[config.mk]
export PLATFORM = sky130hd
export DESIGN_NAME = ysyx_23060201_mem_arb
export DESIGN_NICKNAME = d
export VERILOG_FILES = /design/src/rtl/ysyx_23060201_mem_arb_pkg.sv /design/src/rtl/ysyx_23060201_mem_arb_tmr.sv /design/src/rtl/ysyx_23060201_mem_arb.sv
export SDC_FILE = /design/constraint.sdc
export NUM_CORES = 1
export LEC_CHECK = 0
export CAP_MARGIN = 20
export CORE_MARGIN = 2
export CORE_UTILIZATION = 41
export CTS_BUF_LIST = sky130_fd_sc_hd__clkbuf_4
export DETAILED_ROUTE_END_ITERATION = 8
export GPL_TIMING_DRIVEN = 0
export PLACE_DENSITY = 0.85
export SYNTH_ARGS = -nofsm -noshare
export SYNTH_HDL_FRONTEND = slang
export SYNTH_SLANG_ARGS = --single-unit
[constraint.sdc]
create_clock -name clk -period 2.5 [get_ports clk]
set_input_delay 0.25 -clock clk [delete_from_list [all_inputs] [get_ports clk]]
set_output_delay 0.25 -clock clk [all_outputs]
set_load 0.005 [all_outputs]
[src/rtl/ysyx_23060201_mem_arb_pkg.sv]
// Shared encodings for the IFU/LSU memory arbiter: FSM states, requester
// identities and the default lowest legal memory address.
package ysyx_23060201_mem_arb_pkg;

  localparam logic [1:0] ST_IDLE = 2'd0;
  localparam logic [1:0] ST_REQ  = 2'd1;
  localparam logic [1:0] ST_WAIT = 2'd2;
  localparam logic [1:0] ST_RESP = 2'd3;

  localparam logic OWN_IFU = 1'b0;
  localparam logic OWN_LSU = 1'b1;

  localparam logic [31:0] ARB_MBASE = 32'h8000_0000;

endpackage

[src/rtl/ysyx_23060201_mem_arb_tmr.sv]
// Transaction watchdog: counts enabled cycles since the last clear and flags
// the cycle in which the count reaches LIMIT.
module ysyx_23060201_mem_arb_tmr #(
  parameter int unsigned LIMIT = 255
) (
  input  logic clk_i,
  input  logic rst_ni,
  input  logic clr_i,
  input  logic en_i,
  output logic hit_o
);

  localparam int unsigned W = (LIMIT > 1) ? $clog2(LIMIT) : 1;

  logic [W-1:0] cnt_q;

  always_ff @(posedge clk_i or negedge rst_ni) begin
    if (!rst_ni) begin
      cnt_q <= '0;
    end else if (clr_i) begin
      cnt_q <= '0;
    end else if (en_i) begin
      cnt_q <= cnt_q + W'(1);
    end
  end

  // Fires while the count steps from LIMIT-1 to LIMIT, so the FSM leaves
  // after exactly LIMIT enabled cycles.
  assign hit_o = en_i && (cnt_q == W'(LIMIT - 1));

endmodule

[src/rtl/ysyx_23060201_mem_arb.sv]
// Two-requester (IFU fetch, LSU load/store) arbiter onto a single memory port
// with one transaction in flight, address range check and response timeout.
module ysyx_23060201_mem_arb
  import ysyx_23060201_mem_arb_pkg::*;
#(
  parameter int unsigned           ADDR_WIDTH = 32,
  parameter int unsigned           DATA_WIDTH = 32,
  parameter int unsigned           TIMEOUT    = 255,
  parameter logic [ADDR_WIDTH-1:0] MBASE      = ADDR_WIDTH'(ARB_MBASE)
) (
  input  logic                    clk,
  input  logic                    rst,
  input  logic                    ifu_req_valid,
  output logic                    ifu_req_ready,
  input  logic [ADDR_WIDTH-1:0]   ifu_req_addr,
  output logic                    ifu_rsp_valid,
  output logic [DATA_WIDTH-1:0]   ifu_rsp_data,
  output logic                    ifu_rsp_err,
  input  logic                    lsu_req_valid,
  output logic                    lsu_req_ready,
  input  logic [ADDR_WIDTH-1:0]   lsu_req_addr,
  input  logic                    lsu_req_wen,
  input  logic [DATA_WIDTH-1:0]   lsu_req_wdata,
  input  logic [DATA_WIDTH/8-1:0] lsu_req_wmask,
  output logic                    lsu_rsp_valid,
  output logic [DATA_WIDTH-1:0]   lsu_rsp_rdata,
  output logic                    lsu_rsp_err,
  output logic                    mem_req_valid,
  input  logic                    mem_req_ready,
  output logic [ADDR_WIDTH-1:0]   mem_req_addr,
  output logic                    mem_req_wen,
  output logic [DATA_WIDTH-1:0]   mem_req_wdata,
  output logic [DATA_WIDTH/8-1:0] mem_req_wmask,
  input  logic                    mem_rsp_valid,
  input  logic [DATA_WIDTH-1:0]   mem_rsp_rdata,
  input  logic                    mem_rsp_err
);

  logic [1:0]              state_q, state_d;
  logic                    owner_q, last_q;
  logic [ADDR_WIDTH-1:0]   addr_q;
  logic                    wen_q, bad_q, err_q;
  logic [DATA_WIDTH-1:0]   wdata_q, rdata_q;
  logic [DATA_WIDTH/8-1:0] wmask_q;
  logic                    grant_ifu, grant_lsu, idle, hs, tmo_hit, resp;

  assign idle      = (state_q == ST_IDLE);
  assign grant_ifu = ifu_req_valid && (!lsu_req_valid || (last_q == OWN_LSU));
  assign grant_lsu = lsu_req_valid && !grant_ifu;
  assign hs        = idle && (grant_ifu || grant_lsu);

  ysyx_23060201_mem_arb_tmr #(
    .LIMIT (TIMEOUT)
  ) u_tmr (
    .clk_i  (clk),
    .rst_ni (rst),
    .clr_i  (hs),
    .en_i   ((state_q == ST_REQ) || (state_q == ST_WAIT)),
    .hit_o  (tmo_hit)
  );

  always_comb begin
    state_d = state_q;
    case (state_q)
      ST_IDLE: if (hs) state_d = ST_REQ;
      ST_REQ: begin
        if (bad_q || tmo_hit)   state_d = ST_RESP;
        else if (mem_req_ready) state_d = ST_WAIT;
      end
      ST_WAIT: if (mem_rsp_valid || tmo_hit) state_d = ST_RESP;
      default: state_d = ST_IDLE;
    endcase
  end

  // rdata/err are cleared at accept so error and timeout exits only need to set err.
  always_ff @(posedge clk or negedge rst) begin
    if (!rst) begin
      state_q <= ST_IDLE;
      owner_q <= OWN_IFU;
      last_q  <= OWN_LSU;
      addr_q  <= '0;
      wen_q   <= 1'b0;
      wdata_q <= '0;
      wmask_q <= '0;
      bad_q   <= 1'b0;
      rdata_q <= '0;
      err_q   <= 1'b0;
    end else begin
      state_q <= state_d;
      case (state_q)
        ST_IDLE: if (hs) begin
          owner_q <= grant_lsu ? OWN_LSU : OWN_IFU;
          last_q  <= grant_lsu ? OWN_LSU : OWN_IFU;
          addr_q  <= grant_lsu ? lsu_req_addr : ifu_req_addr;
          wen_q   <= grant_lsu && lsu_req_wen;
          wdata_q <= grant_lsu ? lsu_req_wdata : '0;
          wmask_q <= grant_lsu ? lsu_req_wmask : '0;
          bad_q   <= (grant_lsu ? lsu_req_addr : ifu_req_addr) < MBASE;
          rdata_q <= '0;
          err_q   <= 1'b0;
        end
        ST_REQ: if (bad_q || tmo_hit) err_q <= 1'b1;
        ST_WAIT: begin
          if (mem_rsp_valid) begin
            rdata_q <= wen_q ? '0 : mem_rsp_rdata;
            err_q   <= mem_rsp_err;
          end else if (tmo_hit) begin
            err_q <= 1'b1;
          end
        end
        default: ;
      endcase
    end
  end

  assign ifu_req_ready = idle && grant_ifu;
  assign lsu_req_ready = idle && grant_lsu;

  assign mem_req_valid = (state_q == ST_REQ) && !bad_q;
  assign mem_req_addr  = addr_q;
  assign mem_req_wen   = wen_q;
  assign mem_req_wdata = wdata_q;
  assign mem_req_wmask = wmask_q;

  assign resp          = (state_q == ST_RESP);
  assign ifu_rsp_valid = resp && (owner_q == OWN_IFU);
  assign lsu_rsp_valid = resp && (owner_q == OWN_LSU);
  assign ifu_rsp_data  = ifu_rsp_valid ? rdata_q : '0;
  assign ifu_rsp_err   = ifu_rsp_valid && err_q;
  assign lsu_rsp_rdata = lsu_rsp_valid ? rdata_q : '0;
  assign lsu_rsp_err   = lsu_rsp_valid && err_q;

endmodule
==> results.cfg, run 1 <==
[status]
outcome = completed

[pwr]
p_total_uw = 9171
irDropWorstVdd_mv = 0.6158
leakage_uw = 0.004002
power_density_nw_per_um2 = 1036

[timing]
slew_headroom_pct = 37.41
finClkSkew_ns = 0.01511
drv_slew = 0
min_period_ns = 2.432
rsz0062_at_grt = yes
tightest_slew_ns = 0.9325
hold_viol = 0
max_clock_freq_mhz = 411.2
finalSetupViolations = 0
setup-tns-final_ns = 0
finalCritPeriodShare_pct = 97.28

[final_layout]
final_cell_mix = clkdlybuf4s50_1, dfrtp_1, o21ai_0, inv_1, a22o_1
final_common_cell = clkdlybuf4s50_1
syn_to_final_growth_pct = 66.37
num-fill-cells = 964
final_nets = 976
drive_gt1_share_pct = 9.134

[global_routing]
grt.busiest_layer = met2
grt_pass1_vias = 5423
grt.overflow.total = 0
grt_use_met3_pct = 8.430
grt_antenna_before_repair = 1
use_met1_pct = 27.94
grt_usage_pct = 25.31
grt_max_degree = 65
met2_usage_pct = 44.51
grt_pass1_wl_mm = 27.57

[clock_tree]
clk_pin_slew_ns = 0.11
numCtsBuffers = 17
cts_tree = done
insertion_delay_ns = 0.51
clk_path_buf_depth = 2
root_buffer = clkbuf_4
cts.htree.levels = 4
cts_sinks = 115

[yosys]
synth_seq_cells = 115
synth_compound_area_share_pct = 14.32
ys_warn_count = 0
synth_fa_ha_area_share_pct = 1.411
synth_top_family_by_area = simple AND/OR/NAND/NOR gates
syn-num-nets = 668
synth.distinct_cells = 34
synth_xor_area_share_pct = 1.152
synthesis.area_um2 = 5320
synthSimpleGateAreaFrac_pct = 16.44
ys_seq_area_share_pct = 54.12
muxShareOfSynthArea_pct = 6.444
synth.avg_cell_area_um2 = 10.19
synth_cells = 522

[worst_setup_path]
cp.arrival_ns = 2.18
worstSetupPathType = register to primary output
worstSetupStartpointType = register
cp-end-kind = primary output
cp_max_fo = 10
reg2reg_depth = 7
regToRegEndpoint = state_q[1]
worstPathRequired_ns = 2.25
crit_start = state_q[0]
ff2ff_setup_slack_ns = 0.43
rr_startpoint = state_q[0]
crit_end = ifu_rsp_data[25]

[floorplanning]
io_pins = 280
rows = 41
core_region_area_um2 = 12620
dieArea_um2 = 13900
fp.dieW_um = 117.9
initial_core_util_pct = 42.16
die_h_um = 117.9

[route]
vias_per_cell = 5.025
wl_per_cell_um = 17.26
ant_nets = 0
drc = 0
num_vias = 5105
routed_wirelength_mm = 17.54
drt-pass1-iter-count = 5
drt_iter0_drc = 306

[place]
gp_congestion = 0.8522
dp_hpwl_mm = 13.31
buffer_ports.inserted = 279

[flow_run]
drv_cap = 0

[min_path]
hold_class = primary input to async pin
## flip-flops by register name, indices dropped and copies added (netlist names)
| register | flops |
|---|---|
| mem_req_addr | 32 |
| mem_req_wdata | 32 |
| rdata_q | 32 |
| u_tmr.cnt_q | 8 |
| mem_req_wmask | 4 |
| state_q | 2 |
| bad_q | 1 |
| err_q | 1 |
| last_q | 1 |
| mem_req_wen | 1 |
| owner_q | 1 |
## power breakdown
part	internal [µW]	switching [µW]
Clock	803	768
Combinational	2300	2020
Sequential	2690	592
## per-layer routing
metal  wire [µm]  share of wire, %
met1        6706                38
met2        9059                52
met3        1410               8.0
met4         364               2.1
met5           0                 0
## synthesized netlist by cell type
| cell | number | area share (%) |
|---|---|---|
| a22o_1 | 37 | 6.1 |
| o211ai_1 | 1 | 0.14 |
| mux2_2 | 2 | 0.42 |
| a21oi_1 | 3 | 0.28 |
| a21o_1 | 2 | 0.28 |
| nand4_1 | 2 | 0.24 |
| buf_2 | 8 | 0.75 |
| nor2b_1 | 7 | 0.82 |
| o21ai_0 | 65 | 6.1 |
| mux2i_1 | 32 | 6.0 |
| o21ai_1 | 2 | 0.19 |
| o41ai_1 | 1 | 0.16 |
| o21a_1 | 1 | 0.14 |
| nor2_1 | 12 | 0.85 |
| a211oi_1 | 1 | 0.14 |
| nand2b_1 | 1 | 0.12 |
| nand3_1 | 35 | 3.3 |
| clkbuf_2 | 3 | 0.28 |
| and2_1 | 36 | 4.2 |
| ha_1 | 6 | 1.4 |
| nor3_1 | 1 | 0.094 |
| buf_4 | 4 | 0.56 |
| o211a_1 | 1 | 0.19 |
| clkbuf_1 | 25 | 1.8 |
| dfrtp_1 | 114 | 54 |
| and4_1 | 2 | 0.33 |
| nand2_1 | 35 | 2.5 |
| inv_1 | 39 | 2.8 |
| xnor2_1 | 1 | 0.16 |
| a21boi_2 | 1 | 0.21 |
| dfstp_2 | 1 | 0.49 |
| and3_1 | 34 | 4.0 |
| xor2_1 | 6 | 0.99 |
| a211oi_4 | 1 | 0.38 |
## cells by family after synthesis
| group | Yosys count |
|---|---|
| simple gates | 165 |
| buf+inv | 79 |
| compound gates | 116 |
| fa+ha+maj | 6 |
| mux | 34 |
| xor+xnor | 7 |
| flops | 115 |
## what timing repair did
action / CTS / global route
pin swaps: 1 / 1
setup endpoints to repair: 66 / 65
hold buffers: 1 / 0
setup buffers: 5 / 5
hold endpoints to repair: 51 / 0
gates resized for setup: 23 / 14
## how the worst min path moves through the flow
stage | startpoint | slack [ns] | cells past startpoint | end
floorplan | rst | -0.05 | 0 | bad_q
global placement | mem_req_addr[25] | 0.46 | 2 | mem_req_addr[25]
detailed placement | rst | 0.32 | 1 | mem_req_addr[10]
finish | rst | 0.31 | 2 | mem_req_addr[10]
global route | mem_rsp_rdata[12] | 0.24 | 3 | rdata_q[12]
CTS | mem_rsp_rdata[24] | 0.25 | 3 | rdata_q[24]
## cell type report
type | count | area [µm²] | share of cell area, %
Inverter | 39 | 146.4 | 1.654
Clock buffer | 17 | 127.6 | 1.442
Antenna cell | 1 | 2.502 | 0.02827
Timing Repair Buffer | 291 | 2908 | 32.85
Sequential cell | 115 | 2882 | 32.56
Tap cell | 172 | 215.2 | 2.431
Buffer | 38 | 222.7 | 2.516
Multi-Input combinational cell | 328 | 2141 | 24.19
Clock inverter | 15 | 206.4 | 2.332
## worst max-delay path, stage by stage, from the launching register on
cell and delay [ns]:
dfrtp_2 0.42, ha_4 0.19, nor2b_4 0.22, clkbuf_8 0.19, and2_1 0.15, clkdlybuf4s50_1 0.50
## per-stage QoR
stage | cell area [µm²] | hold WS, ns | instances | util [%] | setup WS, ns
2_1_floorplan | 5320 | -0.04559 | 522 | - | 0.6588
3_3_place_gp | 8328 | 0.4626 | 973 | 65.99 | -2.956
3_5_place_dp | 8353 | 0.3233 | 974 | 66.19 | -0.1614
4_1_cts | 8803 | 0.2483 | 1011 | 69.76 | -0.03571
5_1_grt | 8851 | 0.2428 | 1016 | 70.14 | -0.06608
6_report | 8851 | 0.3131 | 1016 | 70.14 | 0.06803
(Power assumes the default switching activity.)
==> run 2, diff against run 1 <==
--- a/config.mk
+++ b/config.mk
@@ -7,11 +7,12 @@
 export LEC_CHECK = 0
 export CAP_MARGIN = 20
 export CORE_MARGIN = 2
-export CORE_UTILIZATION = 41
+export CORE_UTILIZATION = 37
 export CTS_BUF_LIST = sky130_fd_sc_hd__clkbuf_4
 export DETAILED_ROUTE_END_ITERATION = 8
 export GPL_TIMING_DRIVEN = 0
-export PLACE_DENSITY = 0.85
+export PLACE_DENSITY = 0.81
 export SYNTH_ARGS = -nofsm -noshare
 export SYNTH_HDL_FRONTEND = slang
+export SYNTH_HIERARCHICAL = 1
 export SYNTH_SLANG_ARGS = --single-unit
==> constraint.sdc (replaced) <==
create_clock -name clk -period 2.2 [get_ports clk]
set_input_delay 0.22 -clock clk [delete_from_list [all_inputs] [get_ports clk]]
set_output_delay 0.22 -clock clk [all_outputs]
set_load 0.005 [all_outputs]
==> run 2 against run 1 <==
Effect of this change: the run now ends with negative setup slack left; utilization decreased by 6.2 points; via count decreased by 1.8%; flip-flop and latch count stayed put; non-clock buffer count increased by 9; clock power rose by 23%; synthesized cell count fell by 0.19%; wire length down 4.7%; global-route usage down 2.9 points; total power is 10% higher; clock skew is 0.0013 ns lower; combinational power rose by 11%.
==> results.cfg, run 2 <==
[route]
wl_per_cell_um = 16.24
num_vias = 5014
drc = 0
routed_wirelength_mm = 16.73
vias_per_cell = 4.868
drt_iter0_drc = 177
ant_nets = 0
drt-pass1-iter-count = 4

[yosys]
synth_top_family_by_area = simple AND/OR/NAND/NOR gates
synth_top_area_share_pct = 53.89
synth_cells = 521
synth_compound_area_share_pct = 14.51
synthesis.area_um2 = 5294
synth_largest_area_cell = dfrtp_1
synth_seq_cells = 115
ys_warn_count = 6
synth_xor_area_share_pct = 0.6618
synth.avg_cell_area_um2 = 10.16
yosysMostFrequentCell = dfrtp_1
async_reset_ff_share_pct = 100.0
synthSimpleGateAreaFrac_pct = 18.22
syn-num-nets = 667
synth.distinct_cells = 35
ys_seq_area_share_pct = 54.38
synth_fa_ha_area_share_pct = 1.418
synth_edf_count = 0
muxShareOfSynthArea_pct = 6.500
synth-main-ff-cell = dfrtp_1
yosys-top-cells-count = dfrtp_1, nand2_1, o21ai_0
synth_area_leaders = dfrtp_1, nand2_1, a22o_1, o21ai_0, mux2i_1

[global_routing]
grt_max_degree = 62
grt_usage_pct = 22.42
grt_antenna_before_repair = 1
grt_pass1_wl_mm = 25.79
grt.busiest_layer = met2
grt_use_met3_pct = 8.654
grt_pass1_vias = 5131
met2_usage_pct = 38.87
use_met1_pct = 24.69
grt.overflow.total = 0

[min_path]
hold_class = primary input to register

[final_layout]
final_common_cell = clkdlybuf4s50_1
syn_to_final_growth_pct = 68.28
n_antenna_cell = 0
final_nets = 984
num-fill-cells = 1169
multiInputGateArea_um2 = 2280
post-route-util_pct = 63.93
seq_area_um2 = 2880
final_cell_mix = clkdlybuf4s50_1, dfrtp_1, nand2_1, o21ai_0, a22o_1
drive_gt1_share_pct = 15.88

[clock_tree]
numCtsBuffers = 17
cts_tree = done
cts_sinks = 115
clk_path_buf_depth = 2
clk_pin_slew_ns = 0.10
insertion_delay_ns = 0.52
root_buffer = clkbuf_4
cts.htree.levels = 4

[pwr]
leakage_uw = 0.004285
p_total_uw = 10110
irDropWorstVdd_mv = 0.5421
power_density_nw_per_um2 = 1135

[timing]
tightest_slew_ns = 0.5446
finClkSkew_ns = 0.01379
min_period_ns = 2.202
finalSetupViolations = 2
finalCritPeriodShare_pct = 100.1
slew_headroom_pct = 63.59
drv_slew = 0
rsz0062_at_grt = yes
hold_viol = 0
max_clock_freq_mhz = 454.2
fin_ws_ns = -0.001553

[floorplanning]
die_h_um = 123.6
io_pins = 280
fp.dieW_um = 123.6
core_region_area_um2 = 13930
initial_core_util_pct = 37.99
dieArea_um2 = 15280
rows = 43

[status]
violations = negative setup slack
outcome = finished with violations

[place]
gp_congestion = 0.7767
dp_hpwl_mm = 12.19
buffer_ports.inserted = 279

[worst_setup_path]
worstSetupStartpointType = register
worstSetupPathType = register to primary output
cp-end-kind = primary output
cp.arrival_ns = 1.98
worstPathRequired_ns = 1.98
cp_max_fo = 4

[flow_run]
drv_cap = 0
-- run 2: changes by cell type in the layout (fill, tap and decap cells not counted), moves of 4 or more --
cell,before,now
clkdlybuf4s50_1,276,207
nand2_1,35,100
dlygate4sd2_1,0,34
nand3_1,35,2
inv_1,37,5
buf_6,1,24
and2_1,35,19
buf_2,6,22
and2_4,1,16
clkdlybuf4s15_1,0,6
nor2_1,12,7
o21ai_1,2,7
nor2b_1,6,2
-- run 2: logic make-up (layout without fill, tap and decap cells) --
group / count (synthesis) / in the layout
AND/OR/NAND/NOR: 195 / 195
adder cells (fa/ha/maj): 6 / 6
AO/OA/AOI/OAI: 120 / 120
XOR/XNOR: 4 / 4
multiplexers: 34 / 34
flip-flops: 115 / 115
buffers and inverters: 47 / 376
-- run 2: metal layers --
| layer | share of wire (%) | routed length (µm) |
|---|---|---|
| met5 | 0.072 | 12 |
| met4 | 2.1 | 346 |
| met1 | 38 | 6295 |
| met3 | 9.2 | 1545 |
| met2 | 51 | 8525 |
-- run 2: stage by stage --
step	setup TNS (ns)	cells	area, µm²	hold slack (ns)	setup WS, ns
6_report	-0.002470	1030	8909	0.2340	-0.001553
5_1_grt	-0.3842	1030	8909	0.1769	-0.1012
4_1_cts	-1.286	1034	8932	0.1645	-0.1100
3_5_place_dp	-7.816	981	8341	0.2129	-0.3505
3_3_place_gp	-411.35	980	8312	0.4607	-3.539
2_1_floorplan	0	521	5294	-0.07559	0.3543
-- run 2: cell type report --
cell class | count | share of cell area [%]
Buffer | 36 | 2.556
Clock buffer | 19 | 1.601
Clock inverter | 12 | 2.374
Inverter | 7 | 0.2949
Multi-Input combinational cell | 359 | 25.59
Sequential cell | 115 | 32.33
Tap cell | 180 | 2.528
Timing Repair Buffer | 302 | 32.72
-- run 2: final timing paths --
path	from	cells after the start	endpoint	slack [ns]
max	state_q[0]	8	ifu_rsp_data[2]	-0.002
max in group asynchronous	rst	3	owner_q	1.27
min	mem_rsp_rdata[23]	3	rdata_q[23]	0.23
min in group asynchronous	rst	2	rdata_q[10]	0.24
max reg2reg	state_q[0]	8	state_q[1]	0.14
min reg2reg	mem_req_addr[22]	2	mem_req_addr[22]	0.48
-- run 2: repair_timing --
item,CTS,global route
setup endpoints to repair,71,59
hold buffers,1,0
pin swaps,15,2
cloned,3,0
resized for setup,209,31
buffers inserted,20,1
hold endpoints to repair,54,0
-- run 2: power breakdown --
group          switching [µW]  internal [µW]
Clock                     790           1140
Combinational            2200           2600
Sequential                515           2870
-- run 2: worst max-delay path, stage by stage, from the launching register on --
cell,delay (ns)
dfrtp_1,0.45
ha_4,0.20
nor2b_4,0.13
buf_6,0.12
buf_12,0.12
buf_8,0.11
buf_6,0.10
and2_4,0.13
buf_6,0.11
